**src/rtl/mem_arb_pkg.sv**
```systemverilog
// Shared types for the IF/MEM memory-port arbiter.
// Arbiter states, grant codes and the read byte-enable constant.
package mem_arb_pkg;

  typedef enum logic [1:0] {
    IDLE,
    BUSY_I,
    BUSY_D
  } arb_state_e;

  typedef enum logic [1:0] {
    GNT_NONE,
    GNT_I,
    GNT_D
  } grant_e;

  // Sliced to the byte-enable width at the use site.
  localparam logic [127:0] BE_ALL_ONES = '1;

endpackage

```
**src/rtl/arb_streak_counter.sv**
```systemverilog
// Saturating count of consecutive data grants made while a fetch waits.
// Ports: clk_i, rst_i (async, active-high), inc, clr, sat (count == MAX).
module arb_streak_counter #(
  parameter int MAX = 4
) (
  input  logic clk_i,
  input  logic rst_i,
  input  logic inc,
  input  logic clr,
  output logic sat
);

  localparam int W = $clog2(MAX + 1);

  logic [W-1:0] cnt_q;

  assign sat = (cnt_q == W'(MAX));

  always_ff @(posedge clk_i or posedge rst_i) begin
    if (rst_i) begin
      cnt_q <= '0;
    end else if (clr) begin
      cnt_q <= '0;
    end else if (inc && !sat) begin
      cnt_q <= cnt_q + 1'b1;
    end
  end

endmodule

```
**src/rtl/mem_port_arbiter.sv**
```systemverilog
// Shares one single-ported memory between IF fetch and MEM data access.
// Data side has priority; all outputs are registered.
// Ports: clk_i, rst_i (async, active-high); ireq_*/iresp_* fetch side;
//   dreq_*/dresp_* data side; mem_* backing-memory request/ack.
// Optional macro MEM_ARB_STARVE_GUARD_EN: after MAX_D_STREAK data
//   grants with a fetch waiting, the next contested grant goes to IF.
module mem_port_arbiter
  import mem_arb_pkg::*;
#(
  parameter int ADDR_W       = 32,
  parameter int DATA_W       = 32,
  parameter int MAX_D_STREAK = 4
) (
  input  logic                clk_i,
  input  logic                rst_i,
  input  logic                ireq_valid_i,
  input  logic [ADDR_W-1:0]   ireq_addr_i,
  output logic                iresp_ready_o,
  output logic [DATA_W-1:0]   iresp_data_o,
  input  logic                dreq_valid_i,
  input  logic                dreq_we_i,
  input  logic [ADDR_W-1:0]   dreq_addr_i,
  input  logic [DATA_W-1:0]   dreq_wdata_i,
  input  logic [DATA_W/8-1:0] dreq_be_i,
  output logic                dresp_ready_o,
  output logic [DATA_W-1:0]   dresp_data_o,
  output logic                mem_req_o,
  output logic                mem_we_o,
  output logic [ADDR_W-1:0]   mem_addr_o,
  output logic [DATA_W-1:0]   mem_wdata_o,
  output logic [DATA_W/8-1:0] mem_be_o,
  input  logic                mem_ack_i,
  input  logic [DATA_W-1:0]   mem_rdata_i
);

  localparam int BE_W = DATA_W / 8;

  arb_state_e state_q, state_d;
  grant_e     gnt;

  logic              req_d, we_d, irdy_d, drdy_d;
  logic [ADDR_W-1:0] addr_d;
  logic [DATA_W-1:0] wdata_d, idata_d, ddata_d;
  logic [BE_W-1:0]   be_d;

  // A requester still seeing its ready pulse has not yet had a chance
  // to update valid/addr, so it must not be served twice.
  logic d_ok, i_ok, i_force;
  assign d_ok = dreq_valid_i && !dresp_ready_o;
  assign i_ok = ireq_valid_i && !iresp_ready_o;

`ifdef MEM_ARB_STARVE_GUARD_EN
  logic sat, s_inc, s_clr;
  assign i_force = sat && d_ok && i_ok;
  assign s_inc   = (gnt == GNT_D) && ireq_valid_i;
  assign s_clr   = (gnt == GNT_I) ||
                   ((gnt == GNT_D) && !ireq_valid_i);

  arb_streak_counter #(
    .MAX (MAX_D_STREAK)
  ) u_streak (
    .clk_i (clk_i),
    .rst_i (rst_i),
    .inc   (s_inc),
    .clr   (s_clr),
    .sat   (sat)
  );
`else
  assign i_force = 1'b0;
`endif

  always_comb begin
    state_d = state_q;
    gnt     = GNT_NONE;
    req_d   = mem_req_o;
    we_d    = mem_we_o;
    addr_d  = mem_addr_o;
    wdata_d = mem_wdata_o;
    be_d    = mem_be_o;
    irdy_d  = 1'b0;
    drdy_d  = 1'b0;
    idata_d = iresp_data_o;
    ddata_d = dresp_data_o;
    unique case (state_q)
      IDLE: begin
        if (i_force)   gnt = GNT_I;
        else if (d_ok) gnt = GNT_D;
        else if (i_ok) gnt = GNT_I;
        if (gnt == GNT_D) begin
          state_d = BUSY_D;
          req_d   = 1'b1;
          we_d    = dreq_we_i;
          addr_d  = dreq_addr_i;
          wdata_d = dreq_wdata_i;
          be_d    = dreq_we_i ? dreq_be_i
                              : BE_ALL_ONES[BE_W-1:0];
        end else if (gnt == GNT_I) begin
          state_d = BUSY_I;
          req_d   = 1'b1;
          we_d    = 1'b0;
          addr_d  = ireq_addr_i;
          wdata_d = '0;
          be_d    = BE_ALL_ONES[BE_W-1:0];
        end
      end
      BUSY_I: begin
        if (mem_ack_i) begin
          state_d = IDLE;
          req_d   = 1'b0;
          irdy_d  = 1'b1;
          idata_d = mem_rdata_i;
        end
      end
      BUSY_D: begin
        if (mem_ack_i) begin
          state_d = IDLE;
          req_d   = 1'b0;
          we_d    = 1'b0;
          drdy_d  = 1'b1;
          if (!mem_we_o) ddata_d = mem_rdata_i;
        end
      end
      default: state_d = IDLE;
    endcase
  end

  always_ff @(posedge clk_i or posedge rst_i) begin
    if (rst_i) begin
      state_q       <= IDLE;
      mem_req_o     <= 1'b0;
      mem_we_o      <= 1'b0;
      mem_addr_o    <= '0;
      mem_wdata_o   <= '0;
      mem_be_o      <= '0;
      iresp_ready_o <= 1'b0;
      dresp_ready_o <= 1'b0;
      iresp_data_o  <= '0;
      dresp_data_o  <= '0;
    end else begin
      state_q       <= state_d;
      mem_req_o     <= req_d;
      mem_we_o      <= we_d;
      mem_addr_o    <= addr_d;
      mem_wdata_o   <= wdata_d;
      mem_be_o      <= be_d;
      iresp_ready_o <= irdy_d;
      dresp_ready_o <= drdy_d;
      iresp_data_o  <= idata_d;
      dresp_data_o  <= ddata_d;
    end
  end

endmodule
```
**config.mk**
```make
export PLATFORM = sky130hd
export DESIGN_NAME = mem_port_arbiter
export DESIGN_NICKNAME = d
export VERILOG_FILES = /design/src/rtl/mem_arb_pkg.sv /design/src/rtl/arb_streak_counter.sv /design/src/rtl/mem_port_arbiter.sv
export SDC_FILE = /design/constraint.sdc
export NUM_CORES = 1
export LEC_CHECK = 0
export ABC_AREA = 1
export CORE_ASPECT_RATIO = 1.5
export CORE_MARGIN = 2
export CORE_UTILIZATION = 45
export DETAILED_ROUTE_END_ITERATION = 6
export PLACE_DENSITY = 0.87
export SETUP_SLACK_MARGIN = 0.3
export SLEW_MARGIN = 10
export SYNTH_ARGS = -nofsm -noshare
export SYNTH_HDL_FRONTEND = slang
export SYNTH_HIERARCHICAL = 1
export SYNTH_SLANG_ARGS = --single-unit
```
**constraint.sdc**
```tcl
create_clock -name clk_i -period 9.9 [get_ports clk_i]
set_clock_uncertainty 0.1 [all_clocks]
set_input_delay 2.475 -clock clk_i [delete_from_list [all_inputs] [get_ports clk_i]]
set_output_delay 2.475 -clock clk_i [all_outputs]
set_load 0.02 [all_outputs]
```
==> impl_metrics.toml <==
[placement]
port_buffers = 273
placed_area_mm2 = 0.00861
globalplace.congestion = 0.885
place_ws_ns = 4.68
dp_cells = 1076
dp_hpwl_um = 11900

[global_route]
antenna_found_initial = 0
grt_pass1_wl_um = 26800
overflow = 0
grt_max_degree = 74
grt.total_usage_pct = 24.1
grt_pass1_vias = 5307

[setup_path]
crit_type = "in2reg"
cp-start-kind = "input port"
critical_path_peak_fanout = 73
worstPathRequired_ns = 10.09
cp-end-kind = "register"
arrival_ns = 4.96

[cts]
path_clk_slew_ns = 0.06
numCtsBuffers = 17
root_buffer = "clkbuf_16"
h-tree-depth = 4
ctsHoldBuffers = 0
cts_sinks = 138
insertion_delay_ns = 0.40
cts_tree = "yes"
cts_resized = 0
cts_buffer_depth = 2
postCtsSetupRepairBufs = 0

[yosys]
async_flop_share_pct = 100
synth_top_area_share_pct = 58.7
synthTopCellsByArea = "dfrtp_1 (59%), nand2_1 (22%), o21ai_2 (4.8%)"
synth_area_mm2 = 0.00588
seq_area_frac_synth_pct = 58.7
synth_warnings = 6
synth-edff-count = 0
synth_ff_type = "dfrtp_1"
postSynthAreaPerCell_um2 = 8.68
synth_cell_types = 19
yosys-top-cells-count = "nand2_1 (338), dfrtp_1 (138), inv_1 (42)"
yosysMostFrequentCell = "nand2_1"
yosysTopAreaCell = "dfrtp_1"
netlist_instances = 678
synth_nets = 820
synth_seq_cells = 138

[routing]
vias = 5394
wl_um = 17100
antenna_left = 0
drc = 0
wl_per_cell_um = 15.4
drt_iter0_markers = 247
viasPerCell = 4.87
dr.pass1.iters = 5

[timing]
final.min_clock_period_ns = 4.77
fmax_ghz = 0.210
tightest_slew_ns = 1.12
worst_slack_ns = 5.13
relSlewSlack_pct = 25.4
setup_tns_ns = 0
hold_viol = 0
slew_violations = 0
period_share_pct = 48.2
rsz0062_at_grt = "false"
finalSetupViolCount = 0

[cells_and_area]
final-seq-area_mm2 = 0.00345
post_route_cells_drive_above_1_share_pct = 7.90
nNetsFinal = 1078
syn2layout_area_growth_pct = 56.1
design_area_mm2 = 0.00918
fill_cells = 980
diodes = 0
stdcell_count = 1108
multiInputGateArea_mm2 = 0.00202

[power]
combPwrFrac_pct = 47.8
p_switching_w = 0.00121
p_int_w = 0.00184
total_power_w = 0.00305
powerDensity_mw_per_mm2 = 332
leakagePower_nw = 4.53
power.share.clock_pct = 20.2
ir_worst_vdd_v = 0.000174
swShare_pct = 39.5
seq_power_share_pct = 32.0

[flow_run]
cap_violations = 0

[hold_path]
hold_path.class = "reg2reg"

[status]
status = "completed"

[die]
die_y_um = 144
fp.dieW_um = 97.4
core-area_mm2 = 0.0129
die-area_mm2 = 0.0140
boundaryPins = 274
rows = 51
start_util_pct = 45.7
==> per-layer routing <==
metal / vias to the layer above / wire length, um / GRT usage, %
li1: 2602 / - / -
met1: 2555 / 6470 / 28.6
met2: 203 / 9040 / 41.8
met3: 34 / 1050 / 6.96
met4: 0 / 503 / 8.85
met5: - / 0 / 0
==> state kept, by name, indices dropped and copies added (netlist names) <==
| register | cells |
|---|---|
| mem_addr_o | 32 |
| mem_we_o | 1 |
| mem_wdata_o | 32 |
| state_q | 2 |
| dresp_ready_o | 1 |
| mem_be_o | 4 |
| dresp_data_o | 32 |
| iresp_ready_o | 1 |
| mem_req_o | 1 |
| iresp_data_o | 32 |
==> cells in the final DEF, fill, tap and decap left out <==
| master | synthesis | layout |
|---|---|---|
| o21ai_0 | 34 | 34 |
| clkinv_2 | 0 | 3 |
| buf_4 | 8 | 4 |
| clkdlybuf4s50_1 | 0 | 273 |
| clkinv_4 | 0 | 2 |
| clkbuf_1 | 4 | 1 |
| nand3_1 | 36 | 36 |
| or2_2 | 1 | 2 |
| clkinvlp_4 | 0 | 5 |
| nand4_1 | 1 | 1 |
| inv_2 | 2 | 2 |
| nor2_1 | 5 | 5 |
| inv_1 | 42 | 41 |
| nand2_1 | 338 | 337 |
| ha_1 | 4 | 4 |
| bufinv_16 | 0 | 2 |
| dfrtp_1 | 138 | 138 |
| clkbuf_16 | 0 | 17 |
| o21ai_1 | 4 | 4 |
| nand2_2 | 2 | 3 |
| inv_6 | 0 | 3 |
| o21ai_2 | 32 | 32 |
==> power groups by stage <==
stage	sequential [W]	clock, W	combinational, W
3_5_place_dp	0.000976	0	0.00146
6_report	0.000977	0.000615	0.00146
5_1_grt	0.00101	0.000650	0.00157
2_1_floorplan	0.00129	0	0.000459
4_1_cts	0.000977	0.000623	0.00147
3_3_place_gp	0.000969	0	0.00144
==> layout make-up <==
cell class              instances  share of cell area, %
multi-input cells             458                   22.0
repair buffers                277                   30.1
clock buffers                  18                   4.67
inverters                      44                   1.85
well taps                     159                   2.17
clock inverters                14                   1.61
flip-flops and latches        138                   37.6
==> final timing paths <==
kind                       slack, ns          endpoint             from  cells after the start
hold / removal                  0.37   mem_wdata_o[25]  mem_wdata_o[25]                      2
setup reg to reg                7.25    mem_addr_o[18]    dresp_ready_o                      8
max in group asynchronous       5.96         mem_req_o            rst_i                      3
min in group asynchronous       2.45  iresp_data_o[10]            rst_i                      2
hold reg to reg                 0.37   mem_wdata_o[25]  mem_wdata_o[25]                      2
setup / recovery                5.13    mem_addr_o[18]     dreq_valid_i                      8
==> metrics by stage <==
step                hold WS (ns)  utilization [%]
floorplan                  0.392                -
global placement           0.353             66.8
detailed placement         0.358             66.8
CTS                        0.372             71.2
global route               0.390             71.2
finish                     0.368             71.2
==> worst max-delay path, cell delays in order <==
cell	delay [ns]
clkdlybuf4s50_1	0.43
nand2_2	0.53
nand2_1	0.14
nand2_2	0.09
buf_4	0.57
inv_2	0.44
nand2_1	0.16
nand2_1	0.07
==> kinds of logic after synthesis <==
group	Yosys count	synth area share [%]
simple gates	384	25.5
flops	138	58.7
buf+inv	82	7.00
fa+ha+maj	4	0.851
compound gates	70	7.99
(Power assumes the default switching activity.)
